<file path="config.mk">
export PLATFORM = sky130hd
export DESIGN_NAME = player_health_flat
export DESIGN_NICKNAME = d
export VERILOG_FILES = /design/src/rtl/boxhead_pkg.sv /design/src/rtl/player_health_if.sv /design/src/rtl/health_timer.sv /design/src/rtl/player_health.sv /design/src/flat_wrapper.sv
export SDC_FILE = /design/constraint.sdc
export NUM_CORES = 1
export LEC_CHECK = 0
export ABC_CLOCK_PERIOD_IN_PS = 10780
export BUFFER_PORTS_ARGS = -buffer_cell sky130_fd_sc_hd__buf_2
export CAP_MARGIN = 25
export CORE_ASPECT_RATIO = 1.75
export CORE_MARGIN = 2
export CORE_UTILIZATION = 40
export CTS_CLUSTER_SIZE = 24
export DETAILED_ROUTE_END_ITERATION = 8
export PLACE_DENSITY = 0.7
export SLEW_MARGIN = 40
export SYNTH_ARGS = -nofsm -noshare
export SYNTH_HDL_FRONTEND = slang
export SYNTH_SLANG_ARGS = --single-unit
</file>
<file path="constraint.sdc">
create_clock -name Clk -period 10.78 [get_ports Clk]
set_input_delay 1.078 -clock Clk [delete_from_list [all_inputs] [get_ports Clk]]
set_output_delay 1.078 -clock Clk [all_outputs]
set_load 0.05 [all_outputs]
</file>
<file path="src/rtl/boxhead_pkg.sv">
// rtl/boxhead_pkg.sv - shared health types, widths and saturation helper
package boxhead_pkg;

    localparam int BLOOD_W = 10;
    localparam int CNT_W   = 16;

    typedef enum logic [1:0] {
        ALIVE  = 2'd0,
        INVULN = 2'd1,
        DEAD   = 2'd2
    } health_state_t;

    // Clamp an 11-bit sum back into the 0..max blood range.
    function automatic logic [BLOOD_W-1:0] sat_blood(input logic [BLOOD_W:0] sum,
                                                     input logic [BLOOD_W-1:0] max);
        return (sum > {1'b0, max}) ? max : sum[BLOOD_W-1:0];
    endfunction

endpackage

</file>
<file path="src/rtl/player_health_if.sv">
// rtl/player_health_if.sv - damage and heal request/ack channels
interface player_health_if;
    import boxhead_pkg::*;

    logic               Damage_Req;
    logic [BLOOD_W-1:0] Damage_Amt;
    logic               Damage_Ack;
    logic               Heal_Req;
    logic [BLOOD_W-1:0] Heal_Amt;
    logic               Heal_Ack;

    modport master (
        output Damage_Req, Damage_Amt, Heal_Req, Heal_Amt,
        input  Damage_Ack, Heal_Ack
    );

    modport slave (
        input  Damage_Req, Damage_Amt, Heal_Req, Heal_Amt,
        output Damage_Ack, Heal_Ack
    );

endinterface

</file>
<file path="src/rtl/health_timer.sv">
// rtl/health_timer.sv - loadable frame counter, counting down or up on each tick
module health_timer
    import boxhead_pkg::*;
#(
    parameter bit UP = 1'b0
) (
    input  logic             clk,
    input  logic             resetn,
    input  logic             tick,
    input  logic             clear,
    input  logic             load,
    input  logic [CNT_W-1:0] load_value,
    output logic [CNT_W-1:0] count
);

    always_ff @(posedge clk) begin
        if (!resetn) begin
            count <= '0;
        end else if (clear) begin
            count <= '0;
        end else if (load) begin
            count <= load_value;
        end else if (tick) begin
            if (UP)
                count <= count + CNT_W'(1);
            else if (count != '0)
                count <= count - CNT_W'(1);
        end
    end

endmodule

</file>
<file path="src/rtl/player_health.sv">
// rtl/player_health.sv - player health FSM; optional regen under macro BLOOD_REGEN_EN
module player_health
    import boxhead_pkg::*;
#(
    parameter int MAX_BLOOD     = 100,
    parameter int INVULN_FRAMES = 30,
    parameter int REGEN_PERIOD  = 60,
    parameter int REGEN_AMT     = 1
) (
    input  logic               Clk,
    input  logic               Reset,
    input  logic               Frame_Tick,
    input  logic               Restart,
    player_health_if.slave     bus,
    output logic [BLOOD_W-1:0] Player_Blood,
    output logic               Is_Dead,
    output logic               Invuln
);

    localparam logic [BLOOD_W-1:0] MAX_B = BLOOD_W'(MAX_BLOOD);

    health_state_t      state;
    logic [BLOOD_W-1:0] blood;
    logic               damage_ack;
    logic               heal_ack;
    logic               is_dead;
    logic               invuln;

    logic               dmg_acc;
    logic               heal_acc;
    logic               dmg_nonzero;
    logic               dmg_hit;
    logic               dies;
    logic               heal_ok;
    logic [BLOOD_W-1:0] dmg_blood;
    logic [BLOOD_W-1:0] base_blood;
    logic [BLOOD_W-1:0] healed;
    logic [BLOOD_W-1:0] next_blood;
    logic [CNT_W-1:0]   imm_count;
    logic               imm_done;

    assign Player_Blood   = blood;
    assign Is_Dead        = is_dead;
    assign Invuln         = invuln;
    assign bus.Damage_Ack = damage_ack;
    assign bus.Heal_Ack   = heal_ack;

    // A request is only new while its ack is low, so each one is acked once.
    assign dmg_acc     = bus.Damage_Req && !damage_ack;
    assign heal_acc    = bus.Heal_Req && !heal_ack;
    assign dmg_nonzero = dmg_acc && (bus.Damage_Amt != '0);
    assign dmg_hit     = dmg_nonzero && (state == ALIVE);
    assign dmg_blood   = (blood > bus.Damage_Amt) ? blood - bus.Damage_Amt : '0;
    assign base_blood  = dmg_hit ? dmg_blood : blood;
    assign dies        = dmg_hit && (dmg_blood == '0);
    assign heal_ok     = heal_acc && (state != DEAD) && !dies;
    assign healed      = sat_blood({1'b0, base_blood} +
                                   (heal_ok ? {1'b0, bus.Heal_Amt} : '0), MAX_B);
    assign imm_done    = (state == INVULN) && Frame_Tick && (imm_count <= CNT_W'(1));

    health_timer #(.UP(1'b0)) u_imm_timer (
        .clk        (Clk),
        .resetn     (Reset),
        .tick       (Frame_Tick && (state == INVULN)),
        .clear      (Restart),
        .load       (dmg_hit && !dies && !Restart),
        .load_value (CNT_W'(INVULN_FRAMES)),
        .count      (imm_count)
    );

`ifdef BLOOD_REGEN_EN
    logic [CNT_W-1:0] regen_count;
    logic             regen_tick;
    logic             regen_step;

    assign regen_tick = Frame_Tick && (state == ALIVE) && (blood < MAX_B);
    assign regen_step = regen_tick && !dmg_nonzero && !Restart &&
                        (regen_count == CNT_W'(REGEN_PERIOD - 1));
    // Heal and regen land in the same cycle; both are summed before saturating.
    assign next_blood = sat_blood({1'b0, healed} +
                                  (regen_step ? (BLOOD_W + 1)'(REGEN_AMT) : '0), MAX_B);

    health_timer #(.UP(1'b1)) u_regen_timer (
        .clk        (Clk),
        .resetn     (Reset),
        .tick       (regen_tick),
        .clear      (Restart || dmg_nonzero || regen_step ||
                     (state != ALIVE) || (blood == MAX_B)),
        .load       (1'b0),
        .load_value ('0),
        .count      (regen_count)
    );
`else
    assign next_blood = healed;
`endif

    always_ff @(posedge Clk) begin
        if (!Reset) begin
            state      <= ALIVE;
            blood      <= MAX_B;
            damage_ack <= 1'b0;
            heal_ack   <= 1'b0;
            is_dead    <= 1'b0;
            invuln     <= 1'b0;
        end else begin
            damage_ack <= dmg_acc;
            heal_ack   <= heal_acc;
            if (Restart) begin
                state   <= ALIVE;
                blood   <= MAX_B;
                is_dead <= 1'b0;
                invuln  <= 1'b0;
            end else begin
                blood <= next_blood;
                case (state)
                    ALIVE: begin
                        if (dies) begin
                            state   <= DEAD;
                            is_dead <= 1'b1;
                        end else if (dmg_hit) begin
                            state  <= INVULN;
                            invuln <= 1'b1;
                        end
                    end
                    INVULN: begin
                        if (imm_done) begin
                            state  <= ALIVE;
                            invuln <= 1'b0;
                        end
                    end
                    DEAD:    state <= DEAD;
                    default: state <= ALIVE;
                endcase
            end
        end
    end

endmodule

</file>
<file path="src/flat_wrapper.sv">
// flat-port wrapper written by rule: the top's interface ports become plain ports
module player_health_flat import boxhead_pkg::*;
#(
    parameter int MAX_BLOOD     = 100,
    parameter int INVULN_FRAMES = 30,
    parameter int REGEN_PERIOD  = 60,
    parameter int REGEN_AMT     = 1
)
  (Clk, Reset, Frame_Tick, Restart, Player_Blood, Is_Dead, Invuln, bus_Damage_Req, bus_Damage_Amt, bus_Heal_Req, bus_Heal_Amt, bus_Damage_Ack, bus_Heal_Ack);
  player_health_if bus_i ();
  input  logic Clk;
  input  logic Reset;
  input  logic Frame_Tick;
  input  logic Restart;
  output logic [BLOOD_W-1:0] Player_Blood;
  output logic Is_Dead;
  output logic Invuln;
  input wire logic [$bits(bus_i.Damage_Req)-1:0] bus_Damage_Req;
  input wire logic [$bits(bus_i.Damage_Amt)-1:0] bus_Damage_Amt;
  input wire logic [$bits(bus_i.Heal_Req)-1:0] bus_Heal_Req;
  input wire logic [$bits(bus_i.Heal_Amt)-1:0] bus_Heal_Amt;
  output wire logic [$bits(bus_i.Damage_Ack)-1:0] bus_Damage_Ack;
  output wire logic [$bits(bus_i.Heal_Ack)-1:0] bus_Heal_Ack;
  assign bus_i.Damage_Req = bus_Damage_Req;
  assign bus_i.Damage_Amt = bus_Damage_Amt;
  assign bus_i.Heal_Req = bus_Heal_Req;
  assign bus_i.Heal_Amt = bus_Heal_Amt;
  assign bus_Damage_Ack = bus_i.Damage_Ack;
  assign bus_Heal_Ack = bus_i.Heal_Ack;
  player_health #(.MAX_BLOOD(MAX_BLOOD), .INVULN_FRAMES(INVULN_FRAMES), .REGEN_PERIOD(REGEN_PERIOD), .REGEN_AMT(REGEN_AMT)) u_core (.Clk(Clk), .Reset(Reset), .Frame_Tick(Frame_Tick), .Restart(Restart), .bus(bus_i), .Player_Blood(Player_Blood), .Is_Dead(Is_Dead), .Invuln(Invuln));
endmodule
</file>
==> impl_metrics.csv <==
group,metric,value,unit
run,maxCapViolCount,0,
timing,fin_crit_sh,0.5410,
cts,hold_buffers,0,
floorplan,rows,39,
yosys,synth-seq-cells,32,
yosys,ys.flop_type,"dfxtp_1",
floorplan,fp.dieArea,7469,um^2
layout,fin_nets,411,
timing,fmax,171.5,MHz
layout,antenna_cells,0,
placement,hpwlAfterDp,5702,um
cts,cts_buffers,5,
yosys,synth-seq-area-share,0.2366,
min_path,hold_path_class,"flip-flop to flip-flop",
yosys,synth_most_common_cell,"dfxtp_1",
global_routing,antenna_found_initial,0,
run_status,status,"complete, no violations",
power,power.density,131.9,nW/um^2
cts,cts_resized,0,
floorplan,fp.dieW,66.20,um
cts,cts_sinks,32,
yosys,synth_area_leader_cell,"dfxtp_1",
yosys,synth_edf_count,0,
yosys,avgSynthCellArea,8.461,um^2
cts,cts_buffer_depth,2,
power,vdd_drop_max,0.08120,mV
drt,ant_nets,0,
timing,slew_violations,0,
floorplan,fp.dieH,112.8,um
power,leakagePower,0.001336,uW
cts,cts_tree,"done",
timing,rsz0062_at_grt,"false",
cts,post-cts-setup-buffer-count,0,
layout,utilization,0.4897,
placement,pre_cts_slack,4.763,ns
global_routing,grt_usage,0.2031,
drt,avgRoutedWirePerCell,15.92,um
drt,dr.pass1.iters,4,
power,power,422.2,uW
critical_path,r2r-start,"u_core.Player_Blood[0]$_SDFF_PP0_",
yosys,ys_async_sr_fraction,0,
floorplan,initial_core_util,0.4141,
floorplan,coreArea,6539,um^2
timing,slew_headroom,0.5003,
drt,drcViolationCount,0,
timing,hold_viol,0,
global_routing,grt_pass1_wl,11990,um
cts,cts_max_level,2,
drt,first_iter_violations,114,
timing,fin_skew,0.002863,ns
drt,vias,2562,
global_routing,grt_pass1_vias,2613,
timing,setup_slack,4.948,ns
critical_path,arrival,5.98,ns
min_path,min_from,"u_core.Is_Dead$_SDFFE_PP0P_",
placement,io_buffer_count,39,
yosys,yosysTopAreaCellShare,0.2366,
critical_path,critPathLaunch,"bus_Damage_Amt[0]",
global_routing,overflow,0,
cts,cts.clk_slew.worst_paths,0.05,ns
timing,tightestPinTransition,0.7379,ns
global_routing,grt_max_degree,33,
critical_path,cp_max_fo,12,
placement,place_congestion,0.9576,
timing,setup_viol,0,
drt,routed_wl,7068,um
critical_path,worstPathRequired,10.93,ns
critical_path,worstSetupEndpointType,"flip-flop",
layout,layout-drive-gt1-share,0.2099,
cts,clock_latency,0.27,ns
drt,via_per_inst,5.770,
yosys,synth_warnings,0,
yosys,yosys-top-cells-area,"dfxtp_1 24%, ha_1 10%, xnor2_1 4.9%",
cts,clock-root-buffer,"clkbuf_16",
yosys,synth_commonest_cells,"32 x dfxtp_1, 28 x nand2_1, 22 x ha_1, 20 x inv_1, 20 x nor2_1",
critical_path,critical_path_class,"primary input to flip-flop",
layout,area_growth,18.25,%
yosys,syn_area,2708,um^2
floorplan,boundaryPins,40,
timing,period_needed,5.832,ns
timing,setup-tns-final,0,ns
layout,postLayoutCellArea,3202,um^2
placement,postPlaceCellArea,3005,um^2
yosys,netlist_instances,320,
yosys,synth.distinct_cells,60,
critical_path,cp-start-kind,"primary input",
layout by cell type, fill, tap and decap left out, types with 8 or more instances in the layout:
cell type / synthesis / final
buf_2: 0 / 39
dfxtp_1: 32 / 32
nand2_1: 28 / 28
ha_1: 22 / 22
inv_1: 20 / 20
nor2_1: 20 / 20
xnor2_1: 15 / 15
a21oi_1: 14 / 14
o21ai_0: 12 / 12
o311a_1: 11 / 11
a211oi_2: 10 / 10
o211ai_1: 9 / 9
o31ai_1: 8 / 8
nor3_1: 8 / 8
worst max-delay path, cell delays in order:
cell	delay, ns
buf_2	0.09
ha_1	0.18
inv_1	0.06
fa_1	0.42
a21oi_1	0.25
o211ai_1	0.16
a311oi_1	0.35
or2_0	0.62
nor2_1	0.34
o311a_1	0.43
ha_1	0.21
fa_1	0.40
a21oi_1	0.19
o211ai_1	0.12
a21oi_1	0.21
and4_1	0.22
o21bai_1	0.16
or3b_2	0.49
flip-flops by register name, summed over array words and instances (netlist names):
signal and count:
u_core.u_imm_timer.count 16, u_core.Player_Blood 10, u_core.state 2, u_core.Invuln 1
u_core.Is_Dead 1, u_core.bus.Damage_Ack 1, u_core.bus.Heal_Ack 1
through the flow:
stage	hold WS (ns)	instances
global placement	0.5049	436
finish	0.5094	444
CTS	0.5116	444
detailed placement	0.4996	436
floorplan	0.4946	322
global route	0.5510	444
area by class of cell:
cell class	instances	area, um^2
fillers	650	3337
multi-input cells	261	1991
flip-flops and latches	32	640.6
repair buffers	41	210.2
clock buffers	7	152.6
well taps	82	102.6
inverters	20	75.07
clock inverters	1	30.03
cell families (layout without fill, tap and decap cells):
kind of cell	after synthesis	in the layout	share of synthesized area
AND/OR/NAND/NOR	115	115	0.2324
XOR/XNOR	22	22	0.07117
buffers and inverters	29	69	0.04436
flip-flops	32	32	0.2366
adder cells (fa/ha/maj)	24	24	0.1165
other	1	3	0.001385
multiplexers	2	2	0.007394
AO/OA/AOI/OAI	95	95	0.2902
report_power, final:
part,internal [uW],total [uW],switching (uW)
logic,45.2,123,78.2
registers,122,126,4.05
clock network,122,173,51.0
final timing paths:
check	end	slack [ns]	cells past startpoint
hold / removal	u_core.Is_Dead$_SDFFE_PP0P_	0.51	2
setup reg to reg	u_core.Player_Blood[2]$_SDFF_PP1_	5.43	18
setup / recovery	u_core.Player_Blood[2]$_SDFF_PP1_	4.95	18
hold reg to reg	u_core.Is_Dead$_SDFFE_PP0P_	0.51	2
layer usage:
| metal | up-vias | GRT usage | share of wire |
|---|---|---|---|
| met5 | - | 0 | 0 |
| met3 | 22 | 0.03181 | 0.033 |
| met1 | 1194 | 0.2153 | 0.38 |
| met2 | 56 | 0.3647 | 0.54 |
| li1 | 1290 | - | - |
| met4 | 0 | 0.1184 | 0.047 |
Power figures use the tool's default switching activity.
